==> config.mk <==
export PLATFORM = sky130hd
export DESIGN_NAME = aes_128_arbiter_flat
export DESIGN_NICKNAME = d
export VERILOG_FILES = /design/src/rtl/aes_128_arbiter_pkg.sv /design/src/rtl/aes_128_arbiter_if.sv /design/src/rtl/aes_128_arbiter_rsp_fifo.sv /design/src/rtl/aes_128_arbiter.sv /design/src/flat_wrapper.sv
export SDC_FILE = /design/constraint.sdc
export NUM_CORES = 2
export LEC_CHECK = 0
export BUFFER_PORTS_ARGS = -buffer_cell sky130_fd_sc_hd__clkbuf_2
export CORE_AREA = 3 3 601 603
export CTS_CLUSTER_DIAMETER = 150
export DETAILED_ROUTE_END_ITERATION = 10
export DIE_AREA = 0 0 604 606
export SLEW_MARGIN = 20
export SYNTH_ARGS = -nofsm -noshare
export SYNTH_HDL_FRONTEND = slang
export SYNTH_HIERARCHICAL = 1
export SYNTH_SLANG_ARGS = --single-unit
==> constraint.sdc <==
create_clock -name clk -period 12.2 [get_ports clk]
set_input_delay 3.05 -clock clk [delete_from_list [all_inputs] [get_ports clk]]
set_output_delay 3.05 -clock clk [all_outputs]
set_load 0.005 [all_outputs]
==> src/rtl/aes_128_arbiter_pkg.sv <==
// ---------------------------------------------------------------------------
// aes_arb_pkg
// Shared definitions for the AES-128 core arbiter slice.
//   AES_BLK_W        : width of one AES block / key (128)
//   AES_CORE_LATENCY : pipeline depth of the shared aes_128 core
//   AES_ID_MAX_W     : storage width for requester IDs inside the response FIFO
//   aes_rsp_t        : one response FIFO entry {ciphertext, owning requester}
//   aes_id_w()       : requester-ID width for a given requester count
// ---------------------------------------------------------------------------
package aes_arb_pkg;

    localparam int AES_BLK_W        = 128;
    localparam int AES_CORE_LATENCY = 20;
    localparam int AES_ID_MAX_W     = 8;

    typedef struct packed {
        logic [AES_BLK_W-1:0]    data;
        logic [AES_ID_MAX_W-1:0] id;
    } aes_rsp_t;

    // Width of a requester index; never below one bit.
    function automatic int aes_id_w(input int num_req);
        return (num_req > 2) ? $clog2(num_req) : 1;
    endfunction

endpackage

==> src/rtl/aes_128_arbiter_if.sv <==
// ---------------------------------------------------------------------------
// aes_128_arbiter_if
// Requester and response bus of the AES-128 arbiter.
//   req_valid/req_ready : per-requester valid/ready handshake
//   req_state/req_key   : packed plaintext/key, requester i at [i*128 +: 128]
//   rsp_valid/rsp_ready : response handshake toward the single consumer
//   rsp_data/rsp_id     : ciphertext and the requester that owns it
// Modports:
//   master : requesters + consumer side (drives requests, accepts responses)
//   slave  : arbiter side
// ---------------------------------------------------------------------------
interface aes_128_arbiter_if #(
    parameter int NUM_REQ = 4,
    parameter int ID_W    = aes_arb_pkg::aes_id_w(NUM_REQ)
);

    logic [NUM_REQ-1:0]                        req_valid;
    logic [NUM_REQ-1:0]                        req_ready;
    logic [NUM_REQ*aes_arb_pkg::AES_BLK_W-1:0] req_state;
    logic [NUM_REQ*aes_arb_pkg::AES_BLK_W-1:0] req_key;
    logic                                      rsp_valid;
    logic                                      rsp_ready;
    logic [aes_arb_pkg::AES_BLK_W-1:0]         rsp_data;
    logic [ID_W-1:0]                           rsp_id;

    modport master (
        output req_valid, req_state, req_key, rsp_ready,
        input  req_ready, rsp_valid, rsp_data, rsp_id
    );

    modport slave (
        input  req_valid, req_state, req_key, rsp_ready,
        output req_ready, rsp_valid, rsp_data, rsp_id
    );

endinterface

==> src/rtl/aes_128_arbiter_rsp_fifo.sv <==
// ---------------------------------------------------------------------------
// aes_rsp_fifo
// Synchronous FIFO of aes_rsp_t entries used to hold core results until the
// consumer takes them. The head entry and its valid flag come straight from
// flops, so they stay stable while the consumer stalls.
// Ports:
//   clk, rst_n  : clock, async active-low reset (pointers and count only)
//   push        : write push_data this cycle
//   push_data   : entry to write
//   pop         : consume the head entry (ignored when empty)
//   head        : oldest entry
//   head_valid  : FIFO non-empty
//   count       : number of stored entries
// ---------------------------------------------------------------------------
module aes_rsp_fifo
    import aes_arb_pkg::*;
#(
    parameter  int DEPTH = 24,
    localparam int PTR_W = (DEPTH > 1) ? $clog2(DEPTH) : 1,
    localparam int CNT_W = $clog2(DEPTH + 1)
) (
    input  logic             clk,
    input  logic             rst_n,
    input  logic             push,
    input  aes_rsp_t         push_data,
    input  logic             pop,
    output aes_rsp_t         head,
    output logic             head_valid,
    output logic [CNT_W-1:0] count
);

    aes_rsp_t         mem [DEPTH];
    logic [PTR_W-1:0] wr_ptr;
    logic [PTR_W-1:0] rd_ptr;
    logic             pop_en;

    assign pop_en     = pop && (count != '0);
    assign head_valid = (count != '0);
    assign head       = mem[rd_ptr];

    // Pointers wrap explicitly so DEPTH need not be a power of two.
    always_ff @(posedge clk or negedge rst_n) begin
        if (!rst_n) begin
            wr_ptr <= '0;
            rd_ptr <= '0;
            count  <= '0;
        end else begin
            if (push) begin
                wr_ptr <= (wr_ptr == PTR_W'(DEPTH - 1)) ? '0 : wr_ptr + 1'b1;
            end
            if (pop_en) begin
                rd_ptr <= (rd_ptr == PTR_W'(DEPTH - 1)) ? '0 : rd_ptr + 1'b1;
            end
            case ({push, pop_en})
                2'b10:   count <= count + 1'b1;
                2'b01:   count <= count - 1'b1;
                default: count <= count;
            endcase
        end
    end

    // Storage carries no reset; only entries below count are ever observed.
    always_ff @(posedge clk) begin
        if (push) begin
            mem[wr_ptr] <= push_data;
        end
    end

    // The arbiter's credit scheme must never let a push land on a full FIFO.
    a_no_push_when_full: assert property (
        @(posedge clk) disable iff (!rst_n) !(push && (count == CNT_W'(DEPTH)))
    );

endmodule

==> src/rtl/aes_128_arbiter.sv <==
// ---------------------------------------------------------------------------
// aes_128_arbiter
// Shares one fully pipelined aes_128 core (one block per cycle, fixed latency,
// no stall) among NUM_REQ requesters. A round-robin picker grants one valid
// request per cycle, the granted state/key go straight to the core, a tag
// delay line remembers who owns each in-flight block, and finished blocks are
// parked in a response FIFO. A credit counter reserves a FIFO slot for every
// issued block, so consumer backpressure can never drop a core output.
//
// Ports:
//   clk, rst_n   : clock, async active-low reset
//   bus (slave)  : requester handshake/data and response handshake/data
//   core_state   : plaintext to aes_128.state (0 when nothing issues)
//   core_key     : key to aes_128.key (0 when nothing issues)
//   core_out     : ciphertext from aes_128.out, LATENCY cycles later
//   busy         : any block in flight or waiting in the response FIFO
//   perf_issued  : (AES_ARB_PERF_EN only) blocks issued, wraps at 2^32
//   perf_stall   : (AES_ARB_PERF_EN only) cycles with a request held off by
//                  zero credits, wraps at 2^32
//
// Configuration macro: AES_ARB_PERF_EN adds the two performance counters.
// ---------------------------------------------------------------------------
module aes_128_arbiter
    import aes_arb_pkg::*;
#(
    parameter int NUM_REQ = 4,
    parameter int LATENCY = AES_CORE_LATENCY,
    parameter int DEPTH   = 24
) (
    input  logic                 clk,
    input  logic                 rst_n,
    aes_128_arbiter_if.slave     bus,
    output logic [AES_BLK_W-1:0] core_state,
    output logic [AES_BLK_W-1:0] core_key,
    input  logic [AES_BLK_W-1:0] core_out,
`ifdef AES_ARB_PERF_EN
    output logic [31:0]          perf_issued,
    output logic [31:0]          perf_stall,
`endif
    output logic                 busy
);

    localparam int ID_W  = aes_id_w(NUM_REQ);
    localparam int CRD_W = $clog2(DEPTH + 1);

    logic [ID_W-1:0]  rr_ptr;
    logic [ID_W:0]    cand;
    logic             grant_found;
    logic [ID_W-1:0]  grant_idx;
    logic             issue;

    logic [CRD_W-1:0] credits;

    logic [LATENCY-1:0] tag_v;
    logic [ID_W-1:0]    tag_id [LATENCY];

    logic             push_en;
    aes_rsp_t         push_data;
    logic             pop_en;
    aes_rsp_t         fifo_head;
    logic             fifo_valid;
    logic [CRD_W-1:0] fifo_count;
    logic             unused_id_bits;

    // Round-robin search: first valid requester at or after rr_ptr, wrapping.
    always_comb begin
        grant_found = 1'b0;
        grant_idx   = '0;
        cand        = '0;
        for (int k = 0; k < NUM_REQ; k++) begin
            cand = {1'b0, rr_ptr} + (ID_W + 1)'(k);
            if (cand >= (ID_W + 1)'(NUM_REQ)) begin
                cand = cand - (ID_W + 1)'(NUM_REQ);
            end
            if (!grant_found && bus.req_valid[cand[ID_W-1:0]]) begin
                grant_found = 1'b1;
                grant_idx   = cand[ID_W-1:0];
            end
        end
    end

    // A grant only turns into an issue while a FIFO slot is reserved for it.
    always_comb begin
        issue         = grant_found && (credits != '0);
        bus.req_ready = '0;
        core_state    = '0;
        core_key      = '0;
        if (issue) begin
            bus.req_ready[grant_idx] = 1'b1;
            core_state = AES_BLK_W'(bus.req_state >> (AES_BLK_W * int'(grant_idx)));
            core_key   = AES_BLK_W'(bus.req_key >> (AES_BLK_W * int'(grant_idx)));
        end
    end

    // Next search starts just past the requester served last.
    always_ff @(posedge clk or negedge rst_n) begin
        if (!rst_n) begin
            rr_ptr <= '0;
        end else if (issue) begin
            rr_ptr <= (grant_idx == ID_W'(NUM_REQ - 1)) ? '0 : grant_idx + 1'b1;
        end
    end

    // Tag line mirrors the core pipeline; the last stage lines up with core_out.
    always_ff @(posedge clk or negedge rst_n) begin
        if (!rst_n) begin
            tag_v <= '0;
            for (int i = 0; i < LATENCY; i++) begin
                tag_id[i] <= '0;
            end
        end else begin
            tag_v     <= {tag_v[LATENCY-2:0], issue};
            tag_id[0] <= grant_idx;
            for (int i = 1; i < LATENCY; i++) begin
                tag_id[i] <= tag_id[i-1];
            end
        end
    end

    // Capture the core result together with the owner tag that travelled with it.
    always_comb begin
        push_en        = tag_v[LATENCY-1];
        push_data.data = core_out;
        push_data.id   = AES_ID_MAX_W'(tag_id[LATENCY-1]);
    end

    assign pop_en = fifo_valid && bus.rsp_ready;

    aes_rsp_fifo #(
        .DEPTH (DEPTH)
    ) u_rsp_fifo (
        .clk        (clk),
        .rst_n      (rst_n),
        .push       (push_en),
        .push_data  (push_data),
        .pop        (pop_en),
        .head       (fifo_head),
        .head_valid (fifo_valid),
        .count      (fifo_count)
    );

    // Credits count free FIFO slots not yet promised to an in-flight block.
    always_ff @(posedge clk or negedge rst_n) begin
        if (!rst_n) begin
            credits <= CRD_W'(DEPTH);
        end else begin
            case ({issue, pop_en})
                2'b10:   credits <= credits - 1'b1;
                2'b01:   credits <= credits + 1'b1;
                default: credits <= credits;
            endcase
        end
    end

    a_credit_range: assert property (
        @(posedge clk) disable iff (!rst_n) credits <= CRD_W'(DEPTH)
    );

    assign bus.rsp_valid  = fifo_valid;
    assign bus.rsp_data   = fifo_head.data;
    assign bus.rsp_id     = fifo_head.id[ID_W-1:0];
    assign unused_id_bits = ^(fifo_head.id >> ID_W);

    assign busy = (|tag_v) || (fifo_count != '0);

`ifdef AES_ARB_PERF_EN
    // Issue and credit-starvation counters; both wrap naturally at 2^32.
    always_ff @(posedge clk or negedge rst_n) begin
        if (!rst_n) begin
            perf_issued <= '0;
            perf_stall  <= '0;
        end else begin
            if (issue) begin
                perf_issued <= perf_issued + 32'd1;
            end
            if ((|bus.req_valid) && (credits == '0)) begin
                perf_stall <= perf_stall + 32'd1;
            end
        end
    end
`endif

endmodule
==> src/flat_wrapper.sv <==
// flat-port wrapper written by rule: the top's interface ports become plain ports
module aes_128_arbiter_flat import aes_arb_pkg::*;
#(
    parameter int NUM_REQ = 4,
    parameter int LATENCY = AES_CORE_LATENCY,
    parameter int DEPTH   = 24
)
  (clk, rst_n, core_state, core_key, core_out, busy, bus_req_valid, bus_req_state, bus_req_key, bus_rsp_ready, bus_req_ready, bus_rsp_valid, bus_rsp_data, bus_rsp_id);
  aes_128_arbiter_if #(.NUM_REQ(NUM_REQ)) bus_i ();
  input  logic clk;
  input  logic rst_n;
  output logic [AES_BLK_W-1:0] core_state;
  output logic [AES_BLK_W-1:0] core_key;
  input  logic [AES_BLK_W-1:0] core_out;
  output logic busy;
  input wire logic [$bits(bus_i.req_valid)-1:0] bus_req_valid;
  input wire logic [$bits(bus_i.req_state)-1:0] bus_req_state;
  input wire logic [$bits(bus_i.req_key)-1:0] bus_req_key;
  input wire logic [$bits(bus_i.rsp_ready)-1:0] bus_rsp_ready;
  output wire logic [$bits(bus_i.req_ready)-1:0] bus_req_ready;
  output wire logic [$bits(bus_i.rsp_valid)-1:0] bus_rsp_valid;
  output wire logic [$bits(bus_i.rsp_data)-1:0] bus_rsp_data;
  output wire logic [$bits(bus_i.rsp_id)-1:0] bus_rsp_id;
  assign bus_i.req_valid = bus_req_valid;
  assign bus_i.req_state = bus_req_state;
  assign bus_i.req_key = bus_req_key;
  assign bus_i.rsp_ready = bus_rsp_ready;
  assign bus_req_ready = bus_i.req_ready;
  assign bus_rsp_valid = bus_i.rsp_valid;
  assign bus_rsp_data = bus_i.rsp_data;
  assign bus_rsp_id = bus_i.rsp_id;
  aes_128_arbiter #(.NUM_REQ(NUM_REQ), .LATENCY(LATENCY), .DEPTH(DEPTH)) u_core (.clk(clk), .rst_n(rst_n), .bus(bus_i), .core_state(core_state), .core_key(core_key), .core_out(core_out), .busy(busy));
endmodule
* Word-level counts from Yosys, hierarchy flattened
Memories as Yosys holds them, arrays and structs flattened. Cells that the tools add are included.
Storage, ports and cells: input port bits 1159, bits in writable memories 3120, output and inout port bits 392, flip-flop bits (word level) 82, memories 1
Cells by class: shift operators 2, reductions and logical operators 16, eq/ne operators 7, $lt $le $gt $ge 10, muxes and demuxes 32, add/subtract/negate cells 14
Memory list:
- u_core.u_rsp_fifo.mem | depth 24, bits a word 130, read ports 1, clocked after memory_dff 0, wr ports 1, line aes_128_arbiter_rsp_fifo.sv:32 | aes_rsp_t mem [DEPTH];
Operators with widths (number):
- 512-bit by 9-bit >> shifter with 128-bit output | 2
- 128-bit 2-to-1 mux | 2
- 5-bit by 1-bit adder with 5-bit output, second input constant | 4
- 5-bit case mux with 2 select lines | 2
- 20-bit OR reduction | 1
- 2-bit 2-to-1 mux | 9
- 2-bit by 3-bit less-than comparator with 1-bit output, second input constant | 5
- 1-bit 2-to-1 mux | 11
- 5-bit equality test, second input constant | 2
- 5-bit 2-to-1 mux | 2
- 5-bit nonzero test | 2
- 5-bit by 1-bit subtractor with 5-bit output, second input constant | 2
- 3-bit >= comparator, second input constant | 3
- 1-bit binary-select mux with 2-bit select | 4
- 2-bit by 1-bit subtractor with 2-bit output, second input constant | 4
- 1-bit logical AND | 7
- 2-bit by 2-bit adder with 3-bit output, second input constant | 2
- 2-bit equality test, second input constant | 3
- 2-bit by 1-bit equality test with 1-bit output, second input constant | 2
- 4-bit 2-to-1 mux | 1
- 2-bit nonzero test | 2
- 2-bit by 1-bit adder with 3-bit output, second input constant | 1
- 2-bit by 3-bit >= comparator with 1-bit output, second input constant | 1
- 1-bit logical NOT | 3
- 4 further kinds | 4

* Depth between registers and ports, before layout
depth after elaboration 19, gate-level depth with buffers 10, gate-level depth less buffers 10

* Hierarchy
Netlist, hierarchy kept.
By module, submodules not included:
- aes_rsp_fifo | times used 1, cells each 5788, area each 124702.1 um2
- aes_128_arbiter | times used 1, cells each 1015, area each 9442.8 um2

* Worst setup path before layout
Ideal clock, no wire load.
kind register to register, from register u_core.u_rsp_fifo.wr_ptr[3], to memory u_core/u_rsp_fifo/mem[19][0] (netlist name) (enable), library setup time 0.798 ns, cell stages (with the launch flop) 5, required time 11.402 ns, data arrival time 10.136 ns, slack 1.266 ns, cells stage by stage dfrtp_1 > clkbuf_1 > or2_2 > clkbuf_1 > nor3_1
RTL lines:
- start, declared | line aes_128_arbiter_rsp_fifo.sv:33 | logic [PTR_W-1:0] wr_ptr;
- start signal, assigned | line aes_128_arbiter_rsp_fifo.sv:49 | wr_ptr <= (wr_ptr == PTR_W'(DEPTH - 1)) ? '0 : wr_ptr + 1'b1;
- end, declared | line aes_128_arbiter_rsp_fifo.sv:32
No word-level cell before the write port.

* Final worst setup path
from input port bus_req_valid[0], to output port core_key[56]
On the way: longest elaborated chain between the ends 14, elaborated cells on any way between the ends 25
Ends and longest elaborated chain:
- start, declared | line flat_wrapper.sv:16 | input wire logic [$bits(bus_i.req_valid)-1:0] bus_req_valid;
- 1-bit binary-select mux with 2-bit select | line aes_128_arbiter.sv:75 | if (!grant_found && bus.req_valid[cand[ID_W-1:0]]) begin
- 1-bit 2-to-1 mux (not written as such) | line aes_128_arbiter.sv:75
- 1-bit 2-to-1 mux | line aes_128_arbiter.sv:75
- 1-bit logical NOT | line aes_128_arbiter.sv:75
- 1-bit logical AND | line aes_128_arbiter.sv:75
- 1-bit 2-to-1 mux | line aes_128_arbiter.sv:75
- 1-bit logical NOT | line aes_128_arbiter.sv:75
- 1-bit logical AND | line aes_128_arbiter.sv:75
- 1-bit 2-to-1 mux | line aes_128_arbiter.sv:75
- 1-bit logical NOT | line aes_128_arbiter.sv:75
- 1-bit logical AND | line aes_128_arbiter.sv:75
- 2-bit 2-to-1 mux or 1-bit 2-to-1 mux (tied branches) | line aes_128_arbiter.sv:75
- 512-bit by 9-bit >> shifter with 128-bit output or 1-bit logical AND (tied branches) | line aes_128_arbiter.sv:91, aes_128_arbiter.sv:84
- 128-bit 2-to-1 mux (*) | line aes_128_arbiter.sv:88 | if (issue) begin
- end, declared | line flat_wrapper.sv:13 | output logic [AES_BLK_W-1:0] core_key;
Every way passes the cells marked *; elsewhere a longest branch is shown, timed or not. The select of a mux whose other input is x is not followed.

==> run metrics <==
clock-pin slew on the worst setup and hold paths=0.07 ns; CP Class=in -> out; RSZ-0062 raised after global routing=false; Worst Path Arrival=7.47 ns; Peak Freq=95.1 MHz; Iter 0 DRT Violations=11,100; Post-CTS Resized=0; Sw Share=39.3%; Skew-Pair Late Insertion Delay=0.88 ns; Post-DRT Antenna Nets=0; Setup TNS Final=0 ns; Yosys Warn Count=6; minimum clock period=10.52 ns; final number of max-transition violations=0; Mapped Area=129,000 µm²; post-synthesis instance total=6,568; Total GRT Usage=38.1%; max_cap viols=0; internal power=0.0243 W; clock power share=24.0%; first-pass GRT wire length=877,000 µm; Die Ht=606 µm; share of power burned in registers=35.2%; number of global-route vias before repair=75,800; Starting Density=36.2%; num rows=219; syn_area_per_cell=19.6 µm²; vias per cell=6.01; Final GP Congestion=1.20; Crit path required time=9.15 ns; critical path launch point=bus_req_valid[0]; worst vdd ir=230 µV; Final Core Density=43.6%; status=complete, no violations; Nets=9,411; worst reg2reg setup slack=7.74 ns; sw power=0.0157 W; Core Area=356,000 µm²; synthesis-to-layout area growth=20.5%; critical path peak fanout=81; Least-Margin Pin Slew=1.37 ns; Worst R2R Path Depth=5; Pleak=53.5 nW; Worst Hold Class=reg -> reg; routed length per instance=53.3 µm; final hold vios=0; Max Root-Sink Buffers=4; via count=80,200; Stages on worst setup path=10; critical path cell sequence=clkbuf_2 > a21oi_1 > o21a_1 > o22ai_2 > inv_12 > buf_4 > buf_4 > mux2i_1 > o22ai_1 > clkbuf_2; Port Buffers=1,550; Remaining DRCs=0; total grt overflow=0; Chip Width=604 µm; Filler cells=31,000; syn_nets=7,746; setup bufs post-CTS=0; Crit Reg-Reg Endpoint=u_core/u_rsp_fifo/mem[18][11]; pin count of the biggest net entering global routing=134; Hold Path Depth=0; slowest stage delay, CP=0.84 ns; Tcrit/Tclk final=86.2%; pwr dens=258 nW/µm²; crit path capture type=primary output; slowest CP cell=buf_4; I/O Pins=1,551; clock sink count=3,202; Die ar.=366,000 µm²; layout cells sized above 1=35.6%; DR pass1 iterations=6; CTS tree=done; hold_ws=0.320 ns; Num CTS Buffers=322; final cell count without fillers=13,400; H-tree Lvls=5; DP HPWL=535,000 µm; Post-CTS Hold Buffers=0; relative slew slack=8.58%; Worst Setup EP=core_key[56]; Worst path top cell family by delay=buffers and inverters; CP Launch Type=primary input; Reg-to-Reg Start=u_core/tag_v[19]; Power Total=0.0400 W; Routed WL=712,000 µm; initial antenna violation count=387; clock skew=0.0647 ns; final setup fails=0; Placed Cells=12,700; Logic pwr share=40.8%; Clock Root Buffer=clkbuf_16; WP buf/inv=5
==> how the worst min path moves through the flow <==
stage / start / end
finish: u_core/tag_id[27] / u_core/tag_id[25]
global route: u_core/tag_id[27] / u_core/tag_id[25]
CTS: u_core/tag_id[27] / u_core/tag_id[25]
detailed placement: u_core/tag_id[15] / u_core/tag_id[13]
global placement: u_core/tag_id[23] / u_core/tag_id[21]
floorplan: u_core/tag_id[2] / u_core/push_data[0]
==> worst reg2reg max path, cell delays in order, from the launching register on <==
cell and delay, ns:
dfrtp_1 0.71, nand3_1 0.32, nor2_4 0.91, buf_4 0.59, buf_4 0.74, buf_4 0.73
==> power groups by stage <==
stage | registers (W) | clock network, W | logic (W)
after floorplan | 0.0143 | 0 | 0.00779
after global placement | 0.0142 | 0 | 0.0157
after detailed placement | 0.0143 | 0 | 0.0163
after CTS | 0.0141 | 0.00968 | 0.0163
after global routing | 0.0142 | 0.0101 | 0.0166
final | 0.0141 | 0.00959 | 0.0163
==> layout make-up <==
type / count / area (µm²) / area share [%]
flip-flops and latches: 3202 / 95800 / 61.7
multi-input cells: 2871 / 32000 / 20.6
repair buffers: 1824 / 11100 / 7.16
clock buffers: 393 / 8500 / 5.48
well taps: 4751 / 5940 / 3.83
clock inverters: 172 / 1450 / 0.932
diodes: 137 / 343 / 0.221
inverters: 12 / 57.6 / 0.0371
==> sequential cells by signal, summed over array words and instances (netlist names) <==
| name | cells |
|---|---|
| u_core/u_rsp_fifo/mem | 3120 |
| u_core/tag_id | 38 |
| u_core/tag_v | 20 |
| u_core/credits | 5 |
| u_core/u_rsp_fifo/count | 5 |
| u_core/u_rsp_fifo/rd_ptr | 5 |
| u_core/u_rsp_fifo/wr_ptr | 5 |
| u_core/push_data | 2 |
| u_core/rr_ptr | 2 |
==> metal layers <==
| metal | global-route usage [%] | part of all wire [%] | vias up |
|---|---|---|---|
| met4 | 30.1 | 9.3 | 218 |
| met3 | 16.2 | 12 | 1405 |
| li1 | - | - | 31100 |
| met5 | 0 | 0.20 | - |
| met1 | 43.8 | 35 | 42200 |
| met2 | 55.8 | 44 | 5385 |
==> per-stage QoR <==
step                worst slack (ns)  area (µm²)
finish                          1.68      155000
global route                    1.81      155000
CTS                             1.90      155000
detailed placement              1.91      145000
global placement                1.10      142000
floorplan                       1.69      129000
==> placed cells by master (no fill, tap or decap), types with 6 or more instances in the layout <==
master / n
a21oi_1: 138
a221oi_1: 260
a32oi_1: 130
and2_1: 6
buf_12: 58
buf_16: 16
buf_4: 152
buf_6: 34
buf_8: 15
bufinv_16: 22
clkbuf_1: 62
clkbuf_16: 330
clkbuf_2: 1549
clkinv_1: 64
clkinv_2: 60
clkinvlp_4: 10
dfrtp_1: 75
diode_2: 137
edfxtp_1: 3120
ha_1: 17
inv_1: 10
inv_6: 8
mux2i_1: 888
mux2i_2: 95
mux2i_4: 53
mux4_2: 520
nand2_1: 149
nor2_1: 6
nor2_4: 18
nor4_1: 7
o21ai_0: 29
o21ai_1: 239
o22ai_1: 219
o22ai_2: 38
xnor2_1: 7
Power figures use the tool's default switching activity.
